## src/rtl/ps2_pkg.sv

```systemverilog
// Shared types and constants for the PS/2 host transmit path.
`default_nettype none

package ps2_pkg;

    typedef enum logic [2:0] {
        IDLE      = 3'd0,
        INHIBIT   = 3'd1,
        SETUP     = 3'd2,
        SHIFT     = 3'd3,
        ACK       = 3'd4,
        WAIT_IDLE = 3'd5
    } ps2_tx_state_t;

    localparam logic [7:0] PS2_CMD_SET_LED = 8'hED;
    localparam logic [7:0] PS2_CMD_RESET   = 8'hFF;
    localparam logic [7:0] PS2_CMD_ENABLE  = 8'hF4;

    localparam int PS2_FILTER_LEN_DEFAULT = 8;

    // PS/2 frames carry odd parity over the eight data bits.
    function automatic logic odd_parity(input logic [7:0] b);
        return ~^b;
    endfunction

endpackage

`default_nettype wire

```

## src/rtl/ps2_line_filter.sv

```systemverilog
// Two-flop synchroniser, N-sample stability filter and falling-edge pulse for one PS/2 line.
`default_nettype none

module ps2_line_filter
    import ps2_pkg::*;
#(
    parameter int FILTER_LEN = PS2_FILTER_LEN_DEFAULT
) (
    input  logic clk,
    input  logic rst_n,
    input  logic line_i,
    output logic level_o,
    output logic fall_o
);

    localparam int CW = (FILTER_LEN > 2) ? $clog2(FILTER_LEN) : 1;

    logic [1:0]    sync_q;
    logic          level_q;
    logic          fall_q;
    logic [CW-1:0] cnt_q;

    // Idle PS/2 lines float high, so the filter powers up believing the line is high.
    always_ff @(posedge clk or negedge rst_n) begin
        if (!rst_n) begin
            sync_q  <= 2'b11;
            level_q <= 1'b1;
            fall_q  <= 1'b0;
            cnt_q   <= '0;
        end else begin
            sync_q <= {sync_q[0], line_i};
            fall_q <= 1'b0;
            if (sync_q[1] == level_q) begin
                cnt_q <= '0;
            end else if (cnt_q == CW'(FILTER_LEN - 1)) begin
                level_q <= sync_q[1];
                fall_q  <= ~sync_q[1];
                cnt_q   <= '0;
            end else begin
                cnt_q <= cnt_q + 1'b1;
            end
        end
    end

    assign level_o = level_q;
    assign fall_o  = fall_q;

endmodule

`default_nettype wire

```

## src/rtl/ps2_host_tx.sv

```systemverilog
// PS/2 host-to-device command transmitter with ACK check and timeout.
// Define PS2_HOST_TX_RETRY_EN to retransmit a failed byte up to two more times.
`default_nettype none

module ps2_host_tx
    import ps2_pkg::*;
#(
    parameter int INHIBIT_CYCLES = 5000,
    parameter int SETUP_CYCLES   = 250,
    parameter int TIMEOUT_CYCLES = 750000,
    parameter int FILTER_LEN     = PS2_FILTER_LEN_DEFAULT
) (
    input  logic       CLOCK_50,
    input  logic       reset,
    input  logic       tx_valid,
    input  logic [7:0] tx_data,
    output logic       tx_ready,
    output logic       done,
    output logic       error,
    output logic       busy,
    input  logic       ps2_clk_in,
    input  logic       ps2_dat_in,
    output logic       ps2_clk_oe,
    output logic       ps2_dat_oe
);

    localparam int MAX_A   = (INHIBIT_CYCLES > SETUP_CYCLES) ? INHIBIT_CYCLES : SETUP_CYCLES;
    localparam int MAX_CNT = (TIMEOUT_CYCLES > MAX_A) ? TIMEOUT_CYCLES : MAX_A;
    localparam int CNT_W   = $clog2(MAX_CNT + 1);

    ps2_tx_state_t    state_q, state_d;
    logic [CNT_W-1:0] cnt_q, cnt_d;
    logic [3:0]       bit_q, bit_d;
    logic [10:0]      shift_q, shift_d;
    logic [7:0]       data_q, data_d;
    logic             par_q, par_d;
`ifdef PS2_HOST_TX_RETRY_EN
    logic [1:0]       retry_q, retry_d;
`endif

    logic clk_level, clk_fall;
    logic dat_level, dat_fall_unused;
    logic timeout, fail;

    ps2_line_filter #(.FILTER_LEN(FILTER_LEN)) u_clk_filter (
        .clk     (CLOCK_50),
        .rst_n   (reset),
        .line_i  (ps2_clk_in),
        .level_o (clk_level),
        .fall_o  (clk_fall)
    );

    // Only the data level matters here; data-line edges carry no meaning for the host.
    ps2_line_filter #(.FILTER_LEN(FILTER_LEN)) u_dat_filter (
        .clk     (CLOCK_50),
        .rst_n   (reset),
        .line_i  (ps2_dat_in),
        .level_o (dat_level),
        .fall_o  (dat_fall_unused)
    );

    always_ff @(posedge CLOCK_50 or negedge reset) begin
        if (!reset) begin
            state_q <= IDLE;
            cnt_q   <= '0;
            bit_q   <= 4'd0;
            shift_q <= '1;
            data_q  <= 8'h00;
            par_q   <= 1'b1;
`ifdef PS2_HOST_TX_RETRY_EN
            retry_q <= 2'd0;
`endif
        end else begin
            state_q <= state_d;
            cnt_q   <= cnt_d;
            bit_q   <= bit_d;
            shift_q <= shift_d;
            data_q  <= data_d;
            par_q   <= par_d;
`ifdef PS2_HOST_TX_RETRY_EN
            retry_q <= retry_d;
`endif
        end
    end

    always_comb begin
        state_d    = state_q;
        cnt_d      = cnt_q;
        bit_d      = bit_q;
        shift_d    = shift_q;
        data_d     = data_q;
        par_d      = par_q;
`ifdef PS2_HOST_TX_RETRY_EN
        retry_d    = retry_q;
`endif
        fail       = 1'b0;
        tx_ready   = 1'b0;
        done       = 1'b0;
        error      = 1'b0;
        ps2_clk_oe = 1'b0;
        ps2_dat_oe = 1'b0;
        busy       = (state_q != IDLE);
        timeout    = ((state_q == SHIFT) || (state_q == ACK) || (state_q == WAIT_IDLE)) &&
                     (cnt_q == CNT_W'(TIMEOUT_CYCLES));

        case (state_q)
            IDLE: begin
                tx_ready = 1'b1;
                if (tx_valid) begin
                    data_d  = tx_data;
                    par_d   = odd_parity(tx_data);
                    cnt_d   = '0;
                    state_d = INHIBIT;
`ifdef PS2_HOST_TX_RETRY_EN
                    retry_d = 2'd0;
`endif
                end
            end
            INHIBIT: begin
                ps2_clk_oe = 1'b1;
                shift_d    = {1'b1, par_q, data_q, 1'b0};
                bit_d      = 4'd0;
                if (cnt_q == CNT_W'(INHIBIT_CYCLES - 1)) begin
                    cnt_d   = '0;
                    state_d = SETUP;
                end else begin
                    cnt_d = cnt_q + 1'b1;
                end
            end
            SETUP: begin
                ps2_clk_oe = 1'b1;
                ps2_dat_oe = 1'b1;
                if (cnt_q == CNT_W'(SETUP_CYCLES - 1)) begin
                    cnt_d   = '0;
                    state_d = SHIFT;
                end else begin
                    cnt_d = cnt_q + 1'b1;
                end
            end
            SHIFT: begin
                cnt_d = cnt_q + 1'b1;
                // shift_q[0] holds the bit for the current index; the start bit sits there first.
                if (timeout) begin
                    fail = 1'b1;
                end else begin
                    ps2_dat_oe = ~shift_q[0];
                    if (clk_fall) begin
                        shift_d = {1'b1, shift_q[10:1]};
                        bit_d   = bit_q + 4'd1;
                        if (bit_q == 4'd9) begin
                            state_d = ACK;
                        end
                    end
                end
            end
            ACK: begin
                cnt_d = cnt_q + 1'b1;
                if (timeout) begin
                    fail = 1'b1;
                end else if (clk_fall) begin
                    if (dat_level) begin
                        fail = 1'b1;
                    end else begin
                        state_d = WAIT_IDLE;
                    end
                end
            end
            WAIT_IDLE: begin
                cnt_d = cnt_q + 1'b1;
                if (timeout) begin
                    fail = 1'b1;
                end else if (clk_level && dat_level) begin
                    done    = 1'b1;
                    state_d = IDLE;
                end
            end
            default: begin
                state_d = IDLE;
            end
        endcase

        if (fail) begin
`ifdef PS2_HOST_TX_RETRY_EN
            if (retry_q != 2'd2) begin
                retry_d = retry_q + 2'd1;
                cnt_d   = '0;
                state_d = INHIBIT;
            end else begin
                error   = 1'b1;
                state_d = IDLE;
            end
`else
            error   = 1'b1;
            state_d = IDLE;
`endif
        end
    end

endmodule

`default_nettype wire

```

## config.mk

```make
export PLATFORM = sky130hd
export DESIGN_NAME = ps2_host_tx
export DESIGN_NICKNAME = d
export VERILOG_FILES = /design/src/rtl/ps2_pkg.sv /design/src/rtl/ps2_line_filter.sv /design/src/rtl/ps2_host_tx.sv
export SDC_FILE = /design/constraint.sdc
export NUM_CORES = 1
export LEC_CHECK = 0
export BUFFER_PORTS_ARGS = -buffer_cell sky130_fd_sc_hd__buf_2
export CORE_UTILIZATION = 45
export CTS_BUF_LIST = sky130_fd_sc_hd__clkbuf_8
export DETAILED_ROUTE_END_ITERATION = 7
export HOLD_SLACK_MARGIN = 0.12
export PLACE_DENSITY_LB_ADDON = 0.25
export SYNTH_ARGS = -nofsm -noshare
export SYNTH_HDL_FRONTEND = slang
export SYNTH_SLANG_ARGS = --single-unit
export TNS_END_PERCENT = 30
```

## constraint.sdc

```tcl
create_clock -name CLOCK_50 -period 2.5 [get_ports CLOCK_50]
set_input_delay 0.75 -clock CLOCK_50 [delete_from_list [all_inputs] [get_ports CLOCK_50]]
set_output_delay 0.75 -clock CLOCK_50 [all_outputs]
set_load 0.01 [all_outputs]
```

Yosys cells after proc, flatten, opt, wreduce, memory -nomap -nowiden

Cells that the tools add are included.

Bits in registers: 60
Bits of input ports: 13
Word-level logic and storage cells: 108

Add/sub/neg operators: 4
Eq/ne operators: 27
Multiplexer cells: 42
Bitwise operators: 4
Reductions and logical operators: 18

Operators by type and width:

| cell                                            | count |
|---|---|
| one-hot mux 20 bit (4 select lines)             | 1 |
| 2-to-1 mux 20 bit                               | 3 |
| 2-to-1 mux 3 bit                                | 16 |
| 2-to-1 mux 11 bit                               | 2 |
| one-hot mux 11 bit (2 select lines)             | 1 |
| != test 3 bit, second input constant            | 7 |
| adder 20 x 1 -> 20 bit, second input constant   | 1 |
| == test 20 x 13 -> 1 bit, second input constant | 1 |
| == test 20 bit, second input constant           | 1 |
| == test 20 x 8 -> 1 bit, second input constant  | 1 |
| one-hot mux 3 bit (6 select lines)              | 1 |
| 2-to-1 mux 1 bit                                | 13 |
| == test 3 bit, second input constant            | 4 |
| != test 3 x 2 -> 1 bit, second input constant   | 4 |
| AND reduction 11 bit                            | 1 |
| 2-to-1 mux 4 bit                                | 2 |
| one-hot mux 4 bit (2 select lines)              | 1 |
| AND reduction 2 bit                             | 4 |
| XNOR reduction 8 bit                            | 1 |
| adder 3 x 1 -> 3 bit, second input constant     | 2 |
| == test 3 x 2 -> 1 bit, second input constant   | 2 |
| adder 4 x 1 -> 4 bit, second input constant     | 1 |
| == test 4 bit, second input constant            | 1 |
| != test 2 bit, second input constant            | 2 |
| other kinds (14)                                | 22 |

Depth between registers and ports, before layout

Word-level depth: 8
Mapped depth: 8
Gate-level depth less buffers: 7

Cells and area by module

Synthesis repeated with hierarchy kept, for this count alone.

Cells, all modules: 321
Area total of the unflattened synthesis: 3238.1 µm²

Modules (own cells, without submodules):

| module          | times used | cells each | area each (µm²) | seq. area each (µm²) |
|---|---|---|---|---|
| ps2_host_tx     | 1          | 291        | 2715.1          | 1164.9 |
| ps2_line_filter | 2          | 15         | 261.5           | 178.9 |

Least setup slack after synthesis

Ideal clock, no wire load.

Path type: register to output
Start point: register cnt_q[10]
End point: output port ps2_dat_oe
Data arrival time: 1.600 ns
Required time: 1.750 ns
Path slack: 0.150 ns
Stages on the path, launching flop included: 5
Path buffers: 0
Cell sequence: dfrtp_1 -> or4_4 -> nor4_1 -> and2_1 -> o31ai_1

Word-level cells in the longest chain between the ends: 4

RTL lines:

| what                               | line               | RTL |
|---|---|---|
| from (decl)                        | ps2_host_tx.sv:32  | `logic [CNT_W-1:0] cnt_q, cnt_d;` |
| from (signal assigned)             | ps2_host_tx.sv:75  | `cnt_q <= cnt_d;` |
| == test 20 bit                     | ps2_host_tx.sv:104 | `(cnt_q == CNT_W'(TIMEOUT_CYCLES));` |
| logical AND 1 bit                  | ps2_host_tx.sv:103 | `timeout = ((state_q == SHIFT) \|\| (state_q == ACK) \|\| (state_q == WAIT_IDLE)) &&` |
| 2-to-1 mux 1 bit                   | ps2_host_tx.sv:143 | `if (timeout) begin` |
| one-hot mux 1 bit (2 select lines) | ps2_host_tx.sv:106 | `case (state_q)` |
| to (decl)                          | ps2_host_tx.sv:24  | `output logic ps2_dat_oe` |

Every way passes these cells.

Worst setup path in the final report

Start point: register cnt_q[10]
End point: output port error

Word-level cells in the longest chain between the ends: 5
Elaborated cells on any way between the ends: 6
Classes of those cells: 1 x eq/ne; 4 x mux; 1 x reduce/logical

RTL lines:

| what                                       | line                                                       | RTL |
|---|---|---|
| == test 20 bit *                           | ps2_host_tx.sv:104                                         |  |
| logical AND 1 bit *                        | ps2_host_tx.sv:103                                         |  |
| 2-to-1 mux 1 bit, on equally long branches | ps2_host_tx.sv:143, ps2_host_tx.sv:170, ps2_host_tx.sv:158 |  |
| one-hot mux 1 bit (2 select lines) *       | ps2_host_tx.sv:106                                         |  |
| 2-to-1 mux 1 bit *                         | ps2_host_tx.sv:182                                         | `if (fail) begin` |
| to (decl)                                  | ps2_host_tx.sv:19                                          | `output logic error,` |

Every way passes the cells marked *; elsewhere a longest branch is shown, timed or not.

==> metrics.md <==
| Metric | Value |
|---|---|
| Status | `finished with violations` |
| Failing checks | `setup timing` |
| Leakage | `~1.6 nW` |
| Clk root buf | `clkbuf_8` |
| Adder-cell share of the synthesized area | `3.613%` |
| Clock Skew | `between 10 and 15 ps` |
| Worst hold path type | `reg -> reg` |
| RSZ-0062 raised after global routing | `yes` |
| CTS tree | `yes` |
| DR WL/cell | `15.47 µm` |
| Worst-Skew Late Latency | `340 ps` |
| Worst setup SP type | `flop` |
| Layout cells sized above 1 | `31.93%` |
| Die H | `85.23 µm` |
| Crit path DAT | `between 2000 and 2500 ps` |
| Cells after DPL | `390` |
| Fin cells | `between 400 and 500` |
| Largest family of logic cells by synthesized area | `simple AND/OR/NAND/NOR gates` |
| Share of total power in the clock network | `between 40% and 50%` |
| CP bufs+invs | `1` |
| Vias | `2284` |
| Top cells by area, synth | `dfrtp_1 (34%), dfstp_2 (14%), mux2_2 (4.7%)` |
| Critical path type | `reg -> out` |
| Pin count of the biggest net entering global routing | `60` |
| Leading register cell type out of synthesis | `dfrtp_1` |
| Grt ovf | `0` |
| Router iterations before antenna repair | `4` |
| PwrDens | `between 500 and 600 nW/µm²` |
| Synth warn | `0` |
| Antenna Violating Nets Remaining | `0` |
| Placer Congestion | `between 0.8 and 0.9` |
| Internal power | `about 1.5 mW` |
| IO Port Bufs | `18` |
| Asr flop ratio synth | `100.0%` |
| # diodes | `0` |
| Slew HR | `between 40% and 50%` |
| Fmax | `approximately 0.36 GHz` |
| Area fraction in compound gates after synthesis | `under 10%` |
| # clock sinks | `59` |
| Leading area contributor after synthesis | `dfrtp_1` |
| CTS clk-pin slew, worst paths | `80 ps` |
| Slew Viols, Final | `0` |
| Peak supply drop | `289.0 µV` |
| Tightest Pin Transition | `744.4 ps` |
| Simple-Gate Fraction of Synth Area | `roughly 22%` |
| Area grow syn2layout | `15.42%` |
| Syn Inst Count | `between 200 and 300` |
| CTS Hold Bufs | `0` |
| Io pins | `19` |
| Crit-path cells | `or4_4 -> nor4_4 -> a31oi_2 -> nand2_1 -> buf_2` |
| Total negative slack | `-662.5 ps` |
| XOR/XNOR share of the synthesized area | `roughly 7.6%` |
| Initial DRC count | `111` |
| GRT Resource Usage Total | `around 20%` |
| Sequential area share after synthesis | `around 48%` |
| Post-route DRC | `0` |
| Initial Util | `about 48%` |
| Die Area | `7263 µm²` |
| Post-Route WL | `6327 µm` |
| DP Worst Slack | `around 8.4 ps` |
| Pwr Total | `slightly above 2 mW` |
| Number of flops mapped to enable cells by yosys | `0` |
| Initial antenna violation count | `0` |
| Final Setup Violations | `3` |
| Leading cell types in the layout, fill and taps excluded | `dfrtp_1 (41), nor2_1 (23), nand2_1 (20)` |
| Part of the power in registers | `approximately 53%` |
| Core ar. | `6531 µm²` |
| Setup ws final | `-259.9 ps` |
| Htree depth | `3` |
| Post-DP HPWL | `4396 µm` |
| Row Count | `29` |
| Synth unique cells | `53` |
| First-pass GRT wire length | `10860 µm` |
| Yosys top cell area share | `~34%` |
| Number of max-cap violations | `0` |
| Clock buffer depth | `2` |
| Multiplexer share of the synthesized area | `under 10%` |
| CP endpoint kind | `output port` |
| Mean Syn Cell Area | `10.71 µm²` |
| Chip width | `between 80 and 90 µm` |
| Combinational power share | `under 10%` |
| CP required | `1750 ps` |
| Seq cells post-synth | `just under 60` |
| Nets | `approximately 350` |
| Worst-path fanout max | `3` |
| Max stage delay on crit path | `a little under 600 ps` |
| Final Hold Fails | `0` |
| Post-Syn Nets | `between 300 and 400` |
| Crit-path slowest cell | `or4_4` |
| Worst path top cell family by delay | `simple AND/OR/NAND/NOR gates` |
| Commonest non-fill, non-tap cell in the layout | `dfrtp_1` |
| Cell area after synthesis | `~3100 µm²` |
| Minimum clock period | `about 2800 ps` |
| Number of global-route vias before repair | `around 2300` |
| Avg Vias per Cell | `roughly 5.6` |
| Tcrit/Tclk final | `110.4%` |
| Switching power share of the total | `26.15%` |
| CTS Buf Count | `9` |
| Util after Layout | `a little under three fifths` |
| P_sw | `approximately 530 µW` |
-- Yosys cell counts, drive strengths merged, types with 2 or more instances --
| cell | count |
|---|---|
| mux2i | 11 |
| inv | 13 |
| nor2 | 25 |
| ha | 9 |
| nor2b | 5 |
| nor3 | 7 |
| nand2b | 5 |
| xor2 | 14 |
| nor3b | 3 |
| nand3 | 12 |
| xnor2 | 13 |
| dfstp | 17 |
| and4 | 2 |
| a31oi | 3 |
| and3b | 2 |
| or4 | 4 |
| o22ai | 8 |
| nand4 | 10 |
| and2 | 6 |
| or3 | 2 |
| nor4 | 7 |
| and3 | 4 |
| or2 | 2 |
| clkbuf | 6 |
| mux2 | 14 |
| dfrtp | 42 |
| a21oi | 6 |
| buf | 5 |
| nand2 | 20 |
-- worst paths after layout --
path	from	endpoint	slack (ps)	depth (start not counted)
max	cnt_q[10]	error	-260	5
min	u_dat_filter.sync_q[0]	u_dat_filter.sync_q[1]	360	0
max reg2reg	cnt_q[0]	shift_q[7]	240	9
min reg2reg	u_dat_filter.sync_q[0]	u_dat_filter.sync_q[1]	360	0
max in group asynchronous	reset	u_clk_filter.level_o	1770	2
min in group asynchronous	reset	u_dat_filter.cnt_q[2]	390	2
-- final cells by class --
type / instances / area [µm²]
Fill cell: 588 / 2934
Clock inverter: 6 / 47.55
Multi-Input combinational cell: 208 / 1530
Tap cell: 77 / 96.34
Timing Repair Buffer: 36 / 237.7
Clock buffer: 10 / 137.6
Inverter: 13 / 48.80
Sequential cell: 59 / 1499
-- stage by stage --
stage / area (µm²) / hold slack [ps]
2_1_floorplan: 3117 / 345.2
3_3_place_gp: 3356 / 345.7
3_5_place_dp: 3356 / 348.5
4_1_cts: 3582 / 359.8
5_1_grt: 3597 / 361.4
6_report: 3597 / 358.2
-- sequential cells by signal, summed over array words and instances (netlist names) --
| register | flops |
|---|---|
| par_q | 1 |
| cnt_q | 20 |
| shift_q | 10 |
| u_clk_filter.sync_q | 2 |
| state_q | 3 |
| u_clk_filter.fall_o | 1 |
| data_q | 8 |
| u_dat_filter.sync_q | 2 |
| u_dat_filter.level_o | 1 |
| bit_q | 4 |
| u_clk_filter.cnt_q | 3 |
| u_clk_filter.level_o | 1 |
| u_dat_filter.cnt_q | 3 |
-- what timing repair did --
item,4_1_cts,5_1_grt
resized for setup,5,2
pin swaps,5,4
buffers inserted,2,1
endpoints found under the setup margin,4,4
-- per-layer routing --
layer / GRT usage, % / routed length, µm
met1: 24.73 / 2978
met2: 31.23 / 2995
met3: 6.323 / 232
met5: 0 / 0
met4: 7.088 / 121
-- power by group through the flow --
stage               Combinational, mW  Sequential [mW]  Clock [mW]
global placement                0.145             1.08           0
global route                    0.173             1.07       0.885
finish                          0.148             1.07       0.812
detailed placement              0.151             1.08           0
floorplan                      0.0994             1.07           0
CTS                             0.152             1.07       0.836
-- kinds of logic after synthesis --
family	Yosys count
muxes	25
DFF	59
buffers and inverters	24
adders and majority gates	9
AOI/OAI and AO/OA	26
and+or+nand+nor	121
xor gates and xnor gates	27
(Power assumes the default switching activity.)
